--- src/rtl/if_id_stage.sv ---
// Elastic IF/ID boundary: DEPTH-entry instruction queue with valid/ready on both sides.
// Optional decode-bubble counter enabled by defining IF_ID_BUBBLE_COUNT_EN.
module if_id_stage #(
    parameter int DEPTH = 2
) (
    input  logic        Clk,
    input  logic        Rst,
    input  logic        Flush,
    input  logic        InValid,
    output logic        InReady,
    input  logic [31:0] InInstr,
    input  logic [31:0] InPCPlus4,
    output logic        OutValid,
    input  logic        OutReady,
    output logic [31:0] OutInstr,
    output logic [31:0] OutPCPlus4,
    output logic [15:0] OutImm,
    output logic        OutSignExt
`ifdef IF_ID_BUBBLE_COUNT_EN
    ,
    output logic [31:0] BubbleCount
`endif
);

    localparam int PTR_W = (DEPTH > 1) ? $clog2(DEPTH) : 1;
    localparam int CNT_W = PTR_W + 1;

    logic [PTR_W-1:0] wr_ptr_reg, wr_ptr_next;
    logic [PTR_W-1:0] rd_ptr_reg, rd_ptr_next;
    logic [CNT_W-1:0] count_reg, count_next;

    // Flop-based storage: the head must be visible combinationally from rd_ptr.
    logic [31:0] instr_mem [DEPTH];
    logic [31:0] pc_mem    [DEPTH];
    logic [DEPTH-1:0] slot_we;

    logic push;
    logic pop;
    logic [31:0] head_instr;
    logic [31:0] head_pc;

    assign InReady  = (count_reg < CNT_W'(DEPTH));
    assign OutValid = (count_reg != '0);
    assign push     = InValid && InReady;
    assign pop      = OutValid && OutReady;

    generate
        for (genvar gi = 0; gi < DEPTH; gi++) begin : g_slot_we
            assign slot_we[gi] = push && !Flush && (wr_ptr_reg == PTR_W'(gi));
        end
    endgenerate

    always_ff @(posedge Clk) begin
        for (int i = 0; i < DEPTH; i++) begin
            if (slot_we[i]) begin
                instr_mem[i] <= InInstr;
                pc_mem[i]    <= InPCPlus4;
            end
        end
    end

    always_comb begin
        wr_ptr_next = wr_ptr_reg;
        rd_ptr_next = rd_ptr_reg;
        count_next  = count_reg;
        if (Flush) begin
            wr_ptr_next = '0;
            rd_ptr_next = '0;
            count_next  = '0;
        end else begin
            if (push) wr_ptr_next = wr_ptr_reg + PTR_W'(1);
            if (pop)  rd_ptr_next = rd_ptr_reg + PTR_W'(1);
            case ({push, pop})
                2'b10:   count_next = count_reg + CNT_W'(1);
                2'b01:   count_next = count_reg - CNT_W'(1);
                default: count_next = count_reg;
            endcase
        end
    end

    always_ff @(posedge Clk) begin
        if (Rst) begin
            wr_ptr_reg <= '0;
            rd_ptr_reg <= '0;
            count_reg  <= '0;
        end else begin
            wr_ptr_reg <= wr_ptr_next;
            rd_ptr_reg <= rd_ptr_next;
            count_reg  <= count_next;
        end
    end

    assign head_instr = instr_mem[rd_ptr_reg];
    assign head_pc    = pc_mem[rd_ptr_reg];

    // An empty queue presents a NOP so decode sees harmless, sign-extending zeros.
    assign OutInstr   = OutValid ? head_instr : 32'h0;
    assign OutPCPlus4 = OutValid ? head_pc : 32'h0;
    assign OutImm     = OutInstr[15:0];
    // ANDI/ORI/XORI/LUI (opcodes 0x0C..0x0F) zero-extend their immediate.
    assign OutSignExt = (OutInstr[31:28] != 4'b0011);

`ifdef IF_ID_BUBBLE_COUNT_EN
    logic [31:0] bubble_count_reg;

    always_ff @(posedge Clk) begin
        if (Rst) begin
            bubble_count_reg <= '0;
        end else if (OutReady && !OutValid && (bubble_count_reg != 32'hFFFF_FFFF)) begin
            bubble_count_reg <= bubble_count_reg + 32'd1;
        end
    end

    assign BubbleCount = bubble_count_reg;
`endif

endmodule
--- config.mk ---
export PLATFORM = sky130hd
export DESIGN_NAME = if_id_stage
export DESIGN_NICKNAME = d
export VERILOG_FILES = /design/src/rtl/if_id_stage.sv
export SDC_FILE = /design/constraint.sdc
export NUM_CORES = 1
export LEC_CHECK = 0
export CAP_MARGIN = 20
export CORE_UTILIZATION = 50
export DETAILED_ROUTE_END_ITERATION = 6
export MAX_ROUTING_LAYER = met4
export PLACE_DENSITY = 0.92
export SLEW_MARGIN = 15
export SYNTH_ARGS = -nofsm -noshare
export SYNTH_HDL_FRONTEND = slang
export SYNTH_SLANG_ARGS = --single-unit
--- constraint.sdc ---
create_clock -name Clk -period 10.3 [get_ports Clk]
set_input_delay 2.06 -clock Clk [delete_from_list [all_inputs] [get_ports Clk]]
set_output_delay 2.06 -clock Clk [all_outputs]
set_load 0.02 [all_outputs]
==> flow_metrics.py <==
metrics = {
    "finish": {
        "finalInstanceArea_um2": 7300,
        "syn_to_final_growth_pct": 41.4,
        "fin_nets": 527,
        "fin_cells": 603,
        "drive_gt1_share_pct": 8.10,
        "fillCellCount": 631,
    },
    "job": {
        "drv_cap": 0,
    },
    "floorplanning": {
        "rows": 36,
        "ios": 152,
        "core_area_um2": 9910,
        "start_util_pct": 52.1,
        "die_height_um": 104,
        "die-area_um2": 10700,
        "die_x_um": 104,
    },
    "placement": {
        "io_buffer_count": 151,
        "globalplace.congestion": 0.743,
        "postPlaceCellArea_um2": 6700,
        "hpwl_mm": 6.28,
        "post-place-ws_ps": 6030,
        "dp.cells": 571,
    },
    "timing": {
        "setup_viol": 0,
        "whs_ps": 575,
        "finalWorstSetupSlack_ps": 5530,
        "max_freq_ghz": 0.210,
        "drv_slew": 0,
        "fin_crit_sh_pct": 46.3,
        "finalHoldViolations": 0,
        "rsz0062_at_grt": "false",
        "tightest_slew_ps": 1120,
        "setup_tns_ps": 0,
        "relSlewSlack_pct": 25.5,
        "clock-skew-final_ps": 7.36,
        "layout_min_cycle_time_ps": 4770,
    },
    "logic_synthesis": {
        "synth_edf_count": 128,
        "synth-seq-area-share_pct": 76.4,
        "syn_nets": 382,
        "synth_common_cells": "edfxtp_1 (128), nor2_1 (65), mux2i_1 (64)",
        "netlist_area_um2": 5160,
        "avgSynthCellArea_um2": 16.6,
        "synth_cells": 312,
        "synthMostInstantiatedCell": "edfxtp_1",
        "synthArstFlopShare_pct": 0,
        "synthTopCellsByArea": "edfxtp_1 (74%), mux2i_1 (12%), nor2_1 (4.7%)",
        "synth-seq-cells": 133,
        "yosys.area.top_type": "edfxtp_1",
        "ys_types": 17,
        "yosysWarnings": 0,
        "synth-main-ff-cell": "edfxtp_1",
        "synth_top_area_share_pct": 74.4,
    },
    "power_and_ir_drop": {
        "powerDensity_nw_per_um2": 186,
        "peakVddDrop_v": 0.000103,
        "power.leakage_nw": 2.38,
    },
    "grt": {
        "grt_pass1_vias": 3208,
        "grt-ovfl-total": 0,
        "grt_usage_pct": 20.1,
        "antenna_found_initial": 1,
        "grt_max_degree": 66,
        "grt_pass1_wl_mm": 16.1,
    },
    "cts": {
        "cts.sinks": 133,
        "post_cts_buffers": 0,
        "worstSkewPairLatency_ps": 500,
        "cts_root_buf": "clkbuf_8",
        "cts_made_buffers": 17,
        "cts_tree": "yes",
        "clk_pin_slew_ps": 60,
        "htree_levels": 4,
        "cts_hold_buf": 0,
        "clockBufferDepth": 2,
        "post_cts_resized": 0,
    },
    "detailed_routing": {
        "vias": 3011,
        "wl_per_cell_um": 16.2,
        "first_pass_iters": 6,
        "drt_iter0_drc": 156,
        "post-route-drc-count": 0,
        "wl_mm": 9.78,
        "routed_via_density": 4.99,
        "antenna_left": 0,
    },
    "critical_path": {
        "critPathLaunchType": "register",
        "critPathCaptureType": "output port",
        "crit_arrival_ps": 2710,
        "worstSetupPathType": "register to output port",
        "crit_required_ps": 8240,
        "path_max_fanout": 64,
    },
    "hold_path": {
        "hold_class": "register to register",
    },
    "run_status": {
        "status": "finished, final reports clean",
    },
}
## through the flow
stage / utilization [%] / power, W
2_1_floorplan: - / 0.000694
3_3_place_gp: 67.6 / 0.000757
6_report: 73.7 / 0.00136
4_1_cts: 73.6 / 0.00137
3_5_place_dp: 67.6 / 0.000762
5_1_grt: 73.7 / 0.00140
## final cells by class
cell class | count | area, um^2 | area share [%]
inverter | 3 | 11.3 | 0.154
clock buffer | 18 | 418 | 5.72
multi-input combinational | 146 | 1020 | 14.0
clock inverter | 13 | 183 | 2.50
timing repair buffer | 156 | 1550 | 21.2
sequential | 133 | 3950 | 54.1
antenna | 1 | 2.50 | 0.0343
tap | 133 | 166 | 2.28
## path summary, 6_finish.rpt
check                    start              to  slack [ps]  cells after the start
hold / removal      rd_ptr_reg        register         570                      2
setup / recovery      register  OutPCPlus4[28]        5530                      3
setup reg to reg  count_reg[1]    count_reg[1]        8550                      6
hold reg to reg     rd_ptr_reg        register         570                      2
## critical path, cell delays in order, from the launching register on
cell and delay (ps):
dfxtp_4 1050, mux2i_1 250, nor2_1 190, clkdlybuf4s50_1 640
## power by group
part           switching (W)  total, W  internal [W]
Combinational      0.0000644  0.000130     0.0000658
Sequential        0.00000768  0.000620      0.000612
Clock               0.000218  0.000610      0.000392
Total               0.000290   0.00136       0.00107
## placed cells by master, fill, tap and decap left out
master,Yosys,layout
clkinv_1,0,1
inv_6,0,1
nor2_4,0,1
inv_1,3,3
dfxtp_1,5,4
nor3_1,5,4
clkbuf_16,0,16
nor2_1,65,64
clkinv_2,0,3
nor3_2,0,1
buf_4,21,5
mux2i_1,64,64
a211oi_1,1,1
nor3b_2,0,1
clkbuf_1,0,1
dfxtp_4,0,1
ha_1,1,1
nand4bb_1,1,1
diode_2,0,1
clkinv_4,0,4
o21ai_0,2,2
xor2_1,3,3
clkbuf_8,0,1
nand2b_1,1,1
or3_1,1,1
edfxtp_1,128,128
clkdlybuf4s50_1,0,151
bufinv_16,0,4
xnor2_1,1,1
## layer usage
metal / part of all wire [%] / routed length [um] / global-route usage [%] / vias to the layer above
met4: 0.59 / 58 / 7.66 / 0
met3: 6.3 / 620 / 4.85 / 5
met1: 40 / 3950 / 23.5 / 1456
met5: 0 / 0 / - / -
met2: 53 / 5150 / 33.6 / 127
li1: - / - / - / 1423
## cell families (layout without fill, tap and decap cells)
| group | count (synthesis) | count (layout) | share of synthesized area, % |
|---|---|---|---|
| buffers and inverters | 33 | 190 | 4.14 |
| AOI/OAI and AO/OA | 3 | 3 | 0.339 |
| muxes | 64 | 64 | 12.4 |
| adders and majority gates | 1 | 1 | 0.242 |
| and+or+nand+nor | 74 | 74 | 5.82 |
| DFF | 133 | 133 | 76.4 |
| other | 0 | 1 | 0 |
| xor gates and xnor gates | 4 | 4 | 0.679 |
(Power assumes the default switching activity.)
